<file path="src/rtl/ysyx_23060278_pkg.sv">
// Shared constants and types for the ysyx_23060278 core: IFU state encoding,
// fetch error codes and the canonical NOP instruction.
package ysyx_23060278_pkg;

    typedef enum logic [1:0] {
        IFU_IDLE = 2'b00,
        IFU_AR   = 2'b01,
        IFU_R    = 2'b10,
        IFU_HOLD = 2'b11
    } ifu_state_e;

    typedef enum logic [1:0] {
        ERR_NONE     = 2'b00,
        ERR_MISALIGN = 2'b01,
        ERR_BUS      = 2'b10,
        ERR_TIMEOUT  = 2'b11
    } ifu_err_e;

    // addi x0, x0, 0
    localparam logic [31:0] NOP_INST_DEFAULT = 32'h0000_0013;

    localparam logic [1:0] RESP_OKAY = 2'b00;

endpackage

</file>
<file path="src/rtl/ysyx_23060278_ifu_timer.sv">
// Bus-phase watchdog: counts cycles while enabled and flags the last allowed
// cycle so the owner can abort on the same edge.
module ysyx_23060278_ifu_timer #(
    parameter int TIMEOUT = 255
) (
    input  logic clk,
    input  logic rst,
    input  logic clear,
    input  logic enable,
    output logic expired
);

    localparam int W = (TIMEOUT > 1) ? $clog2(TIMEOUT + 1) : 1;

    logic [W-1:0] cnt;

    // NOTE: sequential state uses non-blocking assignments so every flop in the
    // design samples pre-edge values, independent of block evaluation order.
    always_ff @(posedge clk or posedge rst) begin
        if (rst) begin
            cnt <= '0;
        end else if (clear) begin
            cnt <= '0;
        end else if (enable) begin
            cnt <= cnt + W'(1);
        end
    end

    // Asserted during the TIMEOUT-th enabled cycle, so exactly TIMEOUT cycles elapse.
    assign expired = enable && (cnt == W'(TIMEOUT - 1));

endmodule

</file>
<file path="src/rtl/ysyx_23060278_ifu.sv">
// Instruction fetch unit: issues one AXI-lite style read per fetch, holds the
// result (or an error substitute NOP) until the core consumes it.
module ysyx_23060278_ifu
    import ysyx_23060278_pkg::*;
#(
    parameter int          TIMEOUT  = 255,
    parameter logic [31:0] NOP_INST = NOP_INST_DEFAULT
) (
    input  logic        clk,
    input  logic        rst,
    input  logic [31:0] pc,
    input  logic        fetch_en,
    output logic [31:0] inst,
    output logic        inst_valid,
    input  logic        inst_ready,
    output logic        fetch_err,
    output logic [1:0]  err_code,
    output logic [31:0] fetch_cnt,
    output logic        mem_arvalid,
    output logic [31:0] mem_araddr,
    input  logic        mem_arready,
    input  logic        mem_rvalid,
    input  logic [31:0] mem_rdata,
    input  logic [1:0]  mem_rresp,
    output logic        mem_rready
);

    ifu_state_e state;
    logic       timer_clear;
    logic       timer_enable;
    logic       timer_expired;
    logic       pc_aligned;

    assign pc_aligned   = (pc[1:0] == 2'b00);
    // Holding the timer clear outside bus phases guarantees it starts from zero.
    assign timer_clear  = (state == IFU_IDLE) || (state == IFU_HOLD) ||
                          ((state == IFU_AR) && mem_arready);
    assign timer_enable = (state == IFU_AR) || (state == IFU_R);

    ysyx_23060278_ifu_timer #(
        .TIMEOUT (TIMEOUT)
    ) u_timer (
        .clk     (clk),
        .rst     (rst),
        .clear   (timer_clear),
        .enable  (timer_enable),
        .expired (timer_expired)
    );

    always_ff @(posedge clk or posedge rst) begin
        if (rst) begin
            state       <= IFU_IDLE;
            mem_arvalid <= 1'b0;
            mem_rready  <= 1'b0;
            mem_araddr  <= '0;
            inst_valid  <= 1'b0;
            inst        <= NOP_INST;
            fetch_err   <= 1'b0;
            err_code    <= ERR_NONE;
            fetch_cnt   <= '0;
        end else begin
            case (state)
                IFU_IDLE: begin
                    if (fetch_en && pc_aligned) begin
                        mem_araddr  <= pc;
                        mem_arvalid <= 1'b1;
                        state       <= IFU_AR;
                    end else if (fetch_en) begin
                        inst       <= NOP_INST;
                        fetch_err  <= 1'b1;
                        err_code   <= ERR_MISALIGN;
                        inst_valid <= 1'b1;
                        state      <= IFU_HOLD;
                    end
                end
                IFU_AR: begin
                    if (mem_arready) begin
                        mem_arvalid <= 1'b0;
                        mem_rready  <= 1'b1;
                        state       <= IFU_R;
                    end else if (timer_expired) begin
                        mem_arvalid <= 1'b0;
                        inst        <= NOP_INST;
                        fetch_err   <= 1'b1;
                        err_code    <= ERR_TIMEOUT;
                        inst_valid  <= 1'b1;
                        state       <= IFU_HOLD;
                    end
                end
                IFU_R: begin
                    if (mem_rvalid) begin
                        mem_rready <= 1'b0;
                        inst_valid <= 1'b1;
                        state      <= IFU_HOLD;
                        if (mem_rresp == RESP_OKAY) begin
                            inst      <= mem_rdata;
                            fetch_err <= 1'b0;
                            err_code  <= ERR_NONE;
                            fetch_cnt <= fetch_cnt + 32'd1;
                        end else begin
                            inst      <= NOP_INST;
                            fetch_err <= 1'b1;
                            err_code  <= ERR_BUS;
                        end
                    end else if (timer_expired) begin
                        mem_rready <= 1'b0;
                        inst       <= NOP_INST;
                        fetch_err  <= 1'b1;
                        err_code   <= ERR_TIMEOUT;
                        inst_valid <= 1'b1;
                        state      <= IFU_HOLD;
                    end
                end
                IFU_HOLD: begin
                    if (inst_ready) begin
                        inst_valid <= 1'b0;
                        // Back-to-back handoff skips IDLE to save a cycle.
                        if (fetch_en && pc_aligned) begin
                            mem_araddr  <= pc;
                            mem_arvalid <= 1'b1;
                            state       <= IFU_AR;
                        end else begin
                            state <= IFU_IDLE;
                        end
                    end
                end
                default: state <= IFU_IDLE;
            endcase
        end
    end

endmodule

</file>
<file path="config.mk">
export PLATFORM = sky130hd
export DESIGN_NAME = ysyx_23060278_ifu
export DESIGN_NICKNAME = d
export VERILOG_FILES = /design/src/rtl/ysyx_23060278_pkg.sv /design/src/rtl/ysyx_23060278_ifu_timer.sv /design/src/rtl/ysyx_23060278_ifu.sv
export SDC_FILE = /design/constraint.sdc
export NUM_CORES = 1
export LEC_CHECK = 0
export BUFFER_PORTS_ARGS = -buffer_cell sky130_fd_sc_hd__buf_2
export CORE_UTILIZATION = 35
export CTS_CLUSTER_SIZE = 10
export DETAILED_ROUTE_END_ITERATION = 12
export GPL_TIMING_DRIVEN = 0
export SYNTH_ARGS = -nofsm -noshare
export SYNTH_HDL_FRONTEND = slang
export SYNTH_SLANG_ARGS = --single-unit
</file>
<file path="constraint.sdc">
create_clock -name clk -period 5.32 [get_ports clk]
set_clock_uncertainty 0.1 [all_clocks]
set_input_delay 1.064 -clock clk [delete_from_list [all_inputs] [get_ports clk]]
set_output_delay 1.064 -clock clk [all_outputs]
set_load 0.02 [all_outputs]
</file>
; After elaboration in Yosys (flattened, before gate mapping)
; Cells that the tools add are included.
[classes]
addsub = 2
mux = 47
reduce_logical = 21
n_eq_ne = 12
[op_table]
columns = operator, count
row1 = 32-bit two-way mux, 8
row2 = 32-bit one-hot mux with 3 select lines, 1
row3 = 32-bit one-hot mux with 2 select lines, 1
row4 = 32-bit by 1-bit adder with 32-bit output (second input constant), 1
row5 = 2-bit two-way mux, 12
row6 = 1-bit two-way mux, 17
row7 = 8-bit two-way mux, 2
row8 = 2-bit inequality test (second input constant), 5
row9 = 3-bit AND reduction, 3
row10 = 8-bit by 1-bit adder with 8-bit output (second input constant), 1
row11 = 8-bit equality test (second input constant), 1
row12 = 2-bit one-hot mux with 4 select lines, 1
row13 = 4-bit AND reduction, 2
row14 = 2-bit logical NOT, 3
row15 = 3-bit inequality test (second input constant), 2
row16 = 1-bit one-hot mux with 3 select lines, 2
row17 = 2-bit one-hot mux with 3 select lines, 1
row18 = 2-bit nonzero test, 3
row19 = 3-bit nonzero test, 2
row20 = 2-bit equality test (second input constant), 2
row21 = 1-bit one-hot mux with 4 select lines, 1
row22 = 2-bit AND reduction, 2
row23 = 1-bit logical AND, 3
row24 = 1-bit logical OR, 3
row25 = 3 further kinds, 3
[totals]
word_cells = 92
register_bits = 112
output_inout_bits = 102
in_bits = 72

; Longest topological paths before layout
; Gate-level depths: netlist of the first run.
[depth]
ltp_word = 6
mapped_depth = 9
depth_no_buf = 6

; Cells and area by module
; A second synthesis of the first run with hierarchy kept.
[unflattened]
cells_unflattened = 411
area_unflattened_um2 = 5008.6
[by_module_without_submodules]
columns = mod, instances, cells_each, area_per_inst_um2
row1 = ysyx_23060278_ifu, 1, 369, 4589.4
row2 = ysyx_23060278_ifu_timer, 1, 42, 419.2

; Worst setup path after synthesis of the first run
; Ideal clock, no wire load.
[synth_timing]
kind = input to register
start = input port mem_rvalid
end = register fetch_cnt[27]
setup_ns = 0.130
cell_stages = 6
required_ns = 5.090
n_path_buf = 2
arrival_time_ns = 2.381
path_slack_ns = 2.709
path_cell_list = buf_2 nand4bb_1 clkbuf_1 nor4b_1 nand4_1 xnor2_1
[synth_via]
elab_chain_cells = 1
[synth_rtl]
columns = item, line_no
row1 = from (decl), ysyx_23060278_ifu.sv:22  ; input logic mem_rvalid,
row2 = 3-bit AND reduction (no line), --
row3 = to (signal assigned), ysyx_23060278_ifu.sv:99  ; fetch_cnt <= fetch_cnt + 32'd1;
row4 = to (decl), ysyx_23060278_ifu.sv:18  ; output logic [31:0] fetch_cnt,
; Every way passes these cells.
; A chain may end at the register's enable or synchronous reset.

; Worst setup path after layout of the first run
[layout_timing]
start = register state[1]
end = register inst[23]
[layout_via]
elab_chain_cells = 6
elab_cells_between_ends = 14
classes_between = eq/ne (5) / mux (4) / reduce/logical (5)
[layout_rtl]
columns = item, line_no
row1 = from (decl), ysyx_23060278_ifu.sv:28  ; ifu_state_e state;
row2 = from (signal assigned), ysyx_23060278_ifu.sv:52  ; state <= IFU_IDLE;
row3 = from (signal assigned), ysyx_23060278_ifu.sv:67  ; state <= IFU_AR;
row4 = from (signal assigned), ysyx_23060278_ifu.sv:73  ; state <= IFU_HOLD;
row5 = 2-bit by 1-bit equality test with 1-bit output or 2-bit equality test (tied branches), "ysyx_23060278_ifu.sv:38, ysyx_23060278_ifu.sv:62"
row6 = 1-bit logical OR, ysyx_23060278_ifu.sv:38  ; assign timer_enable = (state == IFU_AR) || (state == IFU_R);
row7 = 1-bit logical AND, ysyx_23060278_ifu_timer.sv:30  ; assign expired = enable && (cnt == W'(TIMEOUT - 1));
row8 = 32-bit two-way mux, --
row9 = 32-bit two-way mux (on tied branches), --
row10 = 32-bit one-hot mux with 3 select lines, ysyx_23060278_ifu.sv:62  ; case (state)
row11 = to (signal assigned), ysyx_23060278_ifu.sv:96  ; inst <= mem_rdata;
row12 = to (decl), ysyx_23060278_ifu.sv:13  ; output logic [31:0] inst,
; Parallel ways exist; a longest one is shown, timed or not. The select of a mux whose other input is x is not followed.

==> flow_summary.yaml, run 1 <==
layout:
  layout_commonest_cell: "buf_2"
  drive_gt1_share_pct: 38.7
  final_core_util_pct: 47.0
  fillers: 1282
  synthToLayoutAreaGrowth_pct: 29.4
  layout_common_cells: "buf_2 (174), dfrtp_1 (109), mux2_2 (30), a22o_1 (29), nand2_1 (22)"
  n_antenna_cell: 0
  nets: 671
route:
  vias: 3880
  drt_iter0_markers: 228
  vias_per_cell: 5.04
  drc: 0
  antenna_left: 0
  firstDrtPassIters: 4
  routed_wl_um: 12100
  routedWlPerCell_um: 15.7
floorplan:
  die_y_um: 120
  fp.dieW_um: 120
  rows: 42
  io_pins: 174
  start_util_pct: 36.3
  design.die.area_um2: 14400
  core_area_um2: 13400
global_route:
  grt_max_degree: 65
  grt.busiest_layer: "met2"
  use_met3_pct: 2.80
  met2_usage_pct: 29.0
  grt_pass1_wl_um: 19600
  grt_antenna_before_repair: 0
  grt_use_met1_pct: 21.8
  grt_pass1_vias: 3864
  grtUsageTotal_pct: 17.2
  gr-total-overflow: 0
place:
  post-dp-hpwl_um: 8980
  post-place-ws_ns: 2.18
  routabilityCongestion: 0.856
  io_buffers: 172
pwr:
  power_density_nw_per_um2: 477
  power_frac_comb_pct: 36.9
  p_leak_nw: 3.21
  power_mw: 3.01
  p_sw_mw: 1.14
  p_seq_share_pct: 39.5
  p_sw_share_pct: 37.9
  irDropWorstVdd_uv: 134
  internal-power_mw: 1.87
  p_clk_share_pct: 23.6
worst_setup_path:
  cp_cell_sequence: "inv_1 > ha_1 > clkbuf_1 > nand2_1 > nor3_1 > clkbuf_1 > clkbuf_1 > a22o_1"
  crit_path_start_kind: "register"
  cpMostUsedCell: "clkbuf_1"
  r2r-start: "state[1]"
  reg2reg_to: "inst[23]"
  cpLargestDelayFamily: "buffers and inverters"
  cp_slowest_cell: "dfrtp_1"
  crit_start: "state[1]"
  reg2reg_slack_ns: 2.25
  crit_buf_inv: 4
  critPathKind: "reg -> reg"
  cp.arrival_ns: 3.25
  end_kind: "register"
  critPathMaxStageDelay_ns: 0.45
  path_max_fanout: 10
  r2r_cells: 8
  worst-endpoint-required_ns: 5.50
sta:
  holdWs_ns: 0.377
  setup_tns_ns: 0
  fin_ws_ns: 2.25
  period_share_pct: 57.7
  final.min_clock_period_ns: 3.07
  tightestPinTransition_ns: 0.891
  rsz0062_at_grt: "false"
  max_clock_freq_ghz: 0.326
  final_max_slew_viol_count: 0
  hold_viol: 0
  setup_viol: 0
  maxSlewHeadroom_pct: 40.1
yosys:
  synth.distinct_cells: 46
  syn_inst: 405
  yosys-top-cells-area: "dfrtp_1 (56%), mux2_2 (6.9%), a22o_1 (5.2%)"
  yosysWarnings: 0
  synth_flop_cell: "dfrtp_1"
  async_flop_share_pct: 100
  synth_seq_cells: 112
  ys_seq_area_share_pct: 57.6
  synth_area_um2: 4870
  syn_avg_cell_area_um2: 12.0
  yosysTopAreaCellShare_pct: 56.0
  synth_largest_area_cell: "dfrtp_1"
  synth.net_count: 486
  synth_enable_flop_cells: 0
run_status:
  status: "finished clean"
clock_tree:
  cts.htree.levels: 3
  cts_tree: "built"
  ctsHoldBuffers: 0
  post_cts_buffers: 0
  cts_buffer_depth: 2
  ctsRootBufferMaster: "clkbuf_16"
  clk_pin_slew_ns: 0.07
  clock_sinks: 112
  clock_latency_ns: 0.34
  post_cts_resized: 0
  cts_made_buffers: 9
hold_path:
  hp-start: "fetch_cnt[31]"
  hold_path_end: "fetch_cnt[31]"
  worstHoldPathType: "reg -> reg"
  hold_path_depth: 1
job:
  cap_violations: 0
logic make-up after synthesis:
group,share of synthesized area [%]
AO/OA/AOI/OAI,11.1
XOR/XNOR,6.47
adder cells (fa/ha/maj),2.31
buffers and inverters,2.29
flip-flops,57.6
multiplexers,7.14
AND/OR/NAND/NOR,13.1
cell usage after synthesis (2+ instances only):
cell and number:
dfrtp_1 109, mux2_2 30, a22o_1 29, nand2_1 22, nor2_1 21, xnor2_1 18, xor2_1 18, o21ai_0 17
nand3_1 16, a21oi_1 14, inv_1 13, clkbuf_1 11, nand4_1 10, nor3_1 10, ha_1 9, and4_1 6
nor4b_1 6, nor4_1 5, a31oi_1 4, nor2b_1 4, and3_1 3, dfstp_2 3, buf_2 2, nor3b_1 2
o21ai_1 2
through the flow:
step	instance area [um2]	instances
2_1_floorplan	4870	405
6_report	6300	770
4_1_cts	6300	770
3_5_place_dp	6000	755
5_1_grt	6300	770
3_3_place_gp	5950	753
sequential cells by signal, indices dropped and copies added, names as in the netlist, 2 cells and up:
register and count:
mem_araddr 32, fetch_cnt 32, u_timer.cnt 8, inst 32, err_code 2, state 2
worst max path at each step:
stage / end / cells after the start / slack [ns]
finish: inst[23] / 8 / 2.25
CTS: inst[23] / 8 / 2.25
detailed placement: inst[23] / 7 / 2.18
floorplan: err_code[0] / 1 / 1.20
global route: inst[23] / 8 / 2.01
global placement: inst[19] / 2 / -0.09
routing by layer:
metal  share of wire (%)  wire (um)
met1                  44       5260
met2                  50       6060
met3                 4.1        491
met4                 2.3        277
met5                   0          0
cell type report:
class,instances,area (um2),area share [%]
well taps,176,220,3.49
clock buffers,11,233,3.69
flip-flops and latches,112,2810,44.5
multi-input cells,266,1950,31.0
clock inverters,4,70.1,1.11
plain buffers,14,62.6,0.992
inverters,13,51.3,0.814
repair buffers,174,908,14.4
worst reg2reg max path, stage by stage, from the launching register on:
cell      delay (ns)
dfrtp_1         0.45
inv_1           0.11
ha_1            0.34
clkbuf_1        0.35
nand2_1         0.33
nor3_1          0.33
clkbuf_1        0.39
clkbuf_1        0.40
a22o_1          0.21
power groups by stage:
| stage | clock network [mW] | logic (mW) | registers, mW |
|---|---|---|---|
| floorplan | 0 | 0.516 | 1.41 |
| global placement | 0 | 1.09 | 1.19 |
| detailed placement | 0 | 1.11 | 1.20 |
| CTS | 0.727 | 1.12 | 1.19 |
| global route | 0.760 | 1.21 | 1.22 |
| finish | 0.710 | 1.11 | 1.19 |
Power figures use the tool's default switching activity.
==> run 2, diff against run 1 <==
- ABC_AREA: not set -> 1
- clock period: 5.32 -> 2.6 ns (I/O delays scaled with it)
==> run 2 against run 1 <==
Effect of this change: area after synthesis rose by 13%; worst hold slack got worse by 0.20 ns; via count rose by 28%; clock-buffer cell count did not move; cell count rose by 43%; combinational power rose by 130%; die area rose by 13%; wire length rose by 14%; largest power group is now combinational cells.
==> flow_summary.yaml, run 2 <==
clock_tree:
  cts_made_buffers: 9
  clk_pin_slew_ns: 0.08
  clock_latency_ns: 0.35
  clock_sinks: 112
  ctsRootBufferMaster: "clkbuf_16"
  post_cts_buffers: 0
  post_cts_resized: 0
  cts_tree: "built"
  ctsHoldBuffers: 0
  cts.htree.levels: 3
  cts_buffer_depth: 2
yosys:
  synth.net_count: 781
  synth_enable_flop_cells: 0
  yosysTopAreaCellShare_pct: 49.5
  synth_flop_cell: "dfrtp_1"
  yosysWarnings: 0
  ys_seq_area_share_pct: 51.0
  syn_inst: 700
  synth_seq_cells: 112
  async_flop_share_pct: 100
  yosysMostFrequentCell: "nand2_1"
  synth.distinct_cells: 33
  synth_area_um2: 5510
  netlist_top_cells_count: "nand2_1 (294), dfrtp_1 (109), nor2_1 (63)"
  synth_largest_area_cell: "dfrtp_1"
  yosys-top-cells-area: "dfrtp_1 (50%), nand2_1 (20%), nand3_1 (5.5%)"
  syn_avg_cell_area_um2: 7.86
place:
  io_buffers: 173
  place_area_um2: 6700
  post-dp-hpwl_um: 10300
  place_inst: 1087
  post-place-ws_ns: 0.441
  routabilityCongestion: 0.769
run_status:
  status: "finished clean"
pwr:
  p_sw_share_pct: 41.6
  internal-power_mw: 3.71
  power_frac_comb_pct: 40.9
  p_seq_share_pct: 37.5
  irDropWorstVdd_uv: 394
  power_density_nw_per_um2: 909
  p_clk_share_pct: 21.6
  p_leak_nw: 3.94
  power_mw: 6.35
  p_sw_mw: 2.64
floorplan:
  core_area_um2: 15300
  io_pins: 174
  start_util_pct: 36.1
  rows: 45
  die_y_um: 127
  fp.dieW_um: 127
  design.die.area_um2: 16200
sta:
  final_max_slew_viol_count: 0
  fin_ws_ns: 0.467
  setup_viol: 0
  final.min_clock_period_ns: 2.13
  tightestPinTransition_ns: 0.716
  holdWs_ns: 0.172
  rsz0062_at_grt: "false"
  max_clock_freq_ghz: 0.469
  setup_tns_ns: 0
  maxSlewHeadroom_pct: 52.2
  hold_viol: 0
  period_share_pct: 82.0
route:
  antenna_left: 0
  drc: 0
  routedWlPerCell_um: 12.4
  firstDrtPassIters: 4
  vias_per_cell: 4.51
  drt_iter0_markers: 202
  routed_wl_um: 13700
  vias: 4979
global_route:
  grt_max_degree: 32
  grt_antenna_before_repair: 0
  grtUsageTotal_pct: 17.6
  grt_pass1_wl_um: 22600
  gr-total-overflow: 0
  grt_pass1_vias: 4571
layout:
  layout_common_cells: "nand2_1 (294), buf_2 (182), dfrtp_1 (109), nor2_1 (63), nand3_1 (61)"
  synthToLayoutAreaGrowth_pct: 27.0
  reg_top3: "fetch_cnt: 32 flops, inst: 32 flops, mem_araddr: 32 flops"
  final_core_util_pct: 45.8
  drive_gt1_share_pct: 25.2
  n_antenna_cell: 0
  stdcell_count: 1103
  fillers: 1623
  nets: 968
  fin_area_um2: 6990
  layout_commonest_cell: "nand2_1"
worst_setup_path:
  worst-endpoint-required_ns: 2.75
  crit_path_start_kind: "register"
  end_kind: "register"
  cp.arrival_ns: 2.28
  crit_start: "state[0]"
  r2r-start: "state[0]"
  critPathKind: "reg -> reg"
  path_max_fanout: 10
job:
  cap_violations: 0
hold_path:
  worstHoldPathType: "in -> async"
==> run 2: critical path, stage by stage (launching register included) <==
cell and delay (ns):
dfrtp_1 0.40, inv_1 0.19, ha_1 0.18, buf_4 0.16, nand2_2 0.11, nor2_8 0.21, nand3_2 0.15, nor2_2 0.18
buf_6 0.16, nand3_1 0.07, nand2_1 0.08, nand2_1 0.05
==> run 2: per-layer routing <==
metal,GRT usage [%],vias to the layer above,part of all wire [%]
met5,0,-,0
met3,3.64,16,5.5
li1,-,2555,-
met4,6.09,0,1.4
met2,27.5,118,45
met1,24.2,2290,48
==> run 2: path summary, 6_finish.rpt <==
| path | endpoint | slack (ns) | depth (start not counted) |
|---|---|---|---|
| max | fetch_cnt[23] | 0.47 | 11 |
| min | mem_araddr[15] | 0.17 | 2 |
| max reg2reg | fetch_cnt[23] | 0.47 | 11 |
| min reg2reg | u_timer.cnt[0] | 0.37 | 1 |
| max in group asynchronous | inst[18] | 1.44 | 4 |
| min in group clk | mem_araddr[18] | 0.25 | 3 |
==> run 2: layout make-up <==
cell class              count  area (um2)  area share [%]
plain buffers              21         139            1.99
clock buffers              11         243            3.47
clock inverters             5        47.5           0.680
inverters                  64         244            3.49
multi-input cells         503        2320            33.2
flip-flops and latches    112        2810            40.2
well taps                 211         264            3.78
repair buffers            176         926            13.2
==> run 2: kinds of logic (layout without fill, tap and decap cells) <==
logic type / after synthesis / count (layout) / share of synthesized area (%)
xor gates and xnor gates: 19 / 19 / 3.02
buffers and inverters: 85 / 277 / 6.89
AOI/OAI and AO/OA: 25 / 25 / 2.52
and+or+nand+nor: 450 / 450 / 34.5
DFF: 112 / 112 / 51.0
adders and majority gates: 9 / 9 / 2.05
==> run 2: power by group through the flow <==
| stage | combinational [mW] | sequential (mW) | clock, mW |
|---|---|---|---|
| 6_report | 2.60 | 2.38 | 1.37 |
| 3_3_place_gp | 2.59 | 2.40 | 0 |
| 4_1_cts | 2.63 | 2.38 | 1.41 |
| 5_1_grt | 2.92 | 2.43 | 1.48 |
| 2_1_floorplan | 1.38 | 2.83 | 0 |
| 3_5_place_dp | 2.63 | 2.41 | 0 |
==> run 3, diff against run 2 <==
- clock period: 2.6 -> 2.15 ns (I/O delays scaled with it)
==> run 3 against run 2 <==
Effect of this change: sequential share of layout area decreased by 0.61 points; core utilization grew 0.71 points; critical path depth unchanged; first-iteration DRC count down 6.4%; total power is 23% higher; critical endpoint unchanged; largest power group unchanged; sequential power up 21%; clock power increased by 21%.
==> flow_summary.yaml, run 3 (synthesis results as in run 2) <==
run_status:
  status: "finished clean"
layout:
  n_antenna_cell: 0
  final_core_util_pct: 46.5
  fin_area_um2: 7100
  nets: 979
  reg_top3: "fetch_cnt: 32 flops, inst: 32 flops, mem_araddr: 32 flops"
  layout_commonest_cell: "nand2_1"
  layout_common_cells: "nand2_1 (293), buf_2 (178), dfrtp_1 (109), nor2_1 (63), nand3_1 (61)"
  synthToLayoutAreaGrowth_pct: 28.9
  drive_gt1_share_pct: 26.4
sta:
  hold_viol: 0
  period_share_pct: 94.3
  maxSlewHeadroom_pct: 52.2
  holdWs_ns: 0.0819
  setup_tns_ns: 0
  max_clock_freq_ghz: 0.493
  final_max_slew_viol_count: 0
  tightestPinTransition_ns: 0.716
  final.min_clock_period_ns: 2.03
  setup_viol: 0
  rsz0062_at_grt: "true"
pwr:
  p_leak_nw: 3.99
  power_density_nw_per_um2: 1100
  power_mw: 7.79
  irDropWorstVdd_uv: 477
global_route:
  grt_max_degree: 32
  gr-total-overflow: 0
  grt_pass1_wl_um: 22600
  grt_antenna_before_repair: 0
  grt_pass1_vias: 4571
  grtUsageTotal_pct: 17.6
worst_setup_path:
  worst-endpoint-required_ns: 2.30
  end_kind: "register"
  cp.arrival_ns: 2.17
  crit_path_start_kind: "register"
  reg2reg_slack_ns: 0.12
  critPathKind: "reg -> reg"
  path_max_fanout: 10
clock_tree:
  clock_latency_ns: 0.35
  ctsRootBufferMaster: "clkbuf_16"
  clock_sinks: 112
  clk_pin_slew_ns: 0.08
  cts_made_buffers: 9
  cts.htree.levels: 3
  cts_buffer_depth: 2
  cts_tree: "built"
  ctsHoldBuffers: 0
route:
  routed_wl_um: 14000
  antenna_left: 0
  vias_per_cell: 4.52
  vias: 5032
  drc: 0
  routedWlPerCell_um: 12.6
  firstDrtPassIters: 4
  drt_iter0_markers: 189
floorplan:
  core_area_um2: 15300
  rows: 45
  fp.dieW_um: 127
  io_pins: 174
  design.die.area_um2: 16200
  die_y_um: 127
  start_util_pct: 36.1
place:
  post-dp-hpwl_um: 10300
  routabilityCongestion: 0.769
  place_area_um2: 6700
  io_buffers: 173
job:
  cap_violations: 0
hold_path:
  worstHoldPathType: "in -> async"
run 3: what timing repair did:
action	CTS	global route
pin swaps	0	2
endpoints found under the setup margin	7	50
setup buffers	0	11
gates resized for setup	1	8
gates cloned	0	0
run 3: worst max-delay path, stage by stage, from the launching register on:
cell and delay (ns):
dfrtp_1 0.41, inv_2 0.12, ha_1 0.16, buf_4 0.15, nand2_2 0.11, nor2_8 0.19, nand3_2 0.17, nor2_4 0.16
buf_6 0.15, nand3_1 0.07, nand2_1 0.08, nand2_1 0.05
run 3: worst paths after layout:
path / start / endpoint / cells past startpoint
setup / recovery: state[0] / fetch_cnt[23] / 11
hold / removal: rst / mem_araddr[15] / 2
setup reg to reg: state[0] / fetch_cnt[23] / 11
hold reg to reg: u_timer.cnt[0] / u_timer.cnt[0] / 1
max in group asynchronous: rst / inst[18] / 4
min in group clk: pc[18] / mem_araddr[18] / 3
run 3: area by class of cell:
cell class | count | area, um2
Fill cell | 1619 | 8160
Sequential cell | 112 | 2810
Multi-Input combinational cell | 503 | 2330
Timing Repair Buffer | 187 | 1010
Tap cell | 211 | 264
Inverter | 64 | 244
Clock buffer | 11 | 243
Buffer | 21 | 151
Clock inverter | 5 | 47.5
run 3: through the flow:
step           setup slack, ns  instances
2_1_floorplan            0.265        700
3_3_place_gp            -0.599       1084
3_5_place_dp          -0.00939       1087
4_1_cts                 0.0245       1103
5_1_grt                -0.0439       1114
6_report                 0.123       1114
run 3: routing by layer:
layer,global-route usage [%],routed length (um)
met2,27.5,6430
met3,3.64,703
met1,24.2,6680
met4,6.09,193
met5,0,0
run 3: where the power goes:
| group | internal, mW | total [mW] | switching (mW) |
|---|---|---|---|
| Combinational | 1.14 | 3.25 | 2.12 |
| Clock | 0.843 | 1.66 | 0.819 |
| Sequential | 2.59 | 2.87 | 0.281 |
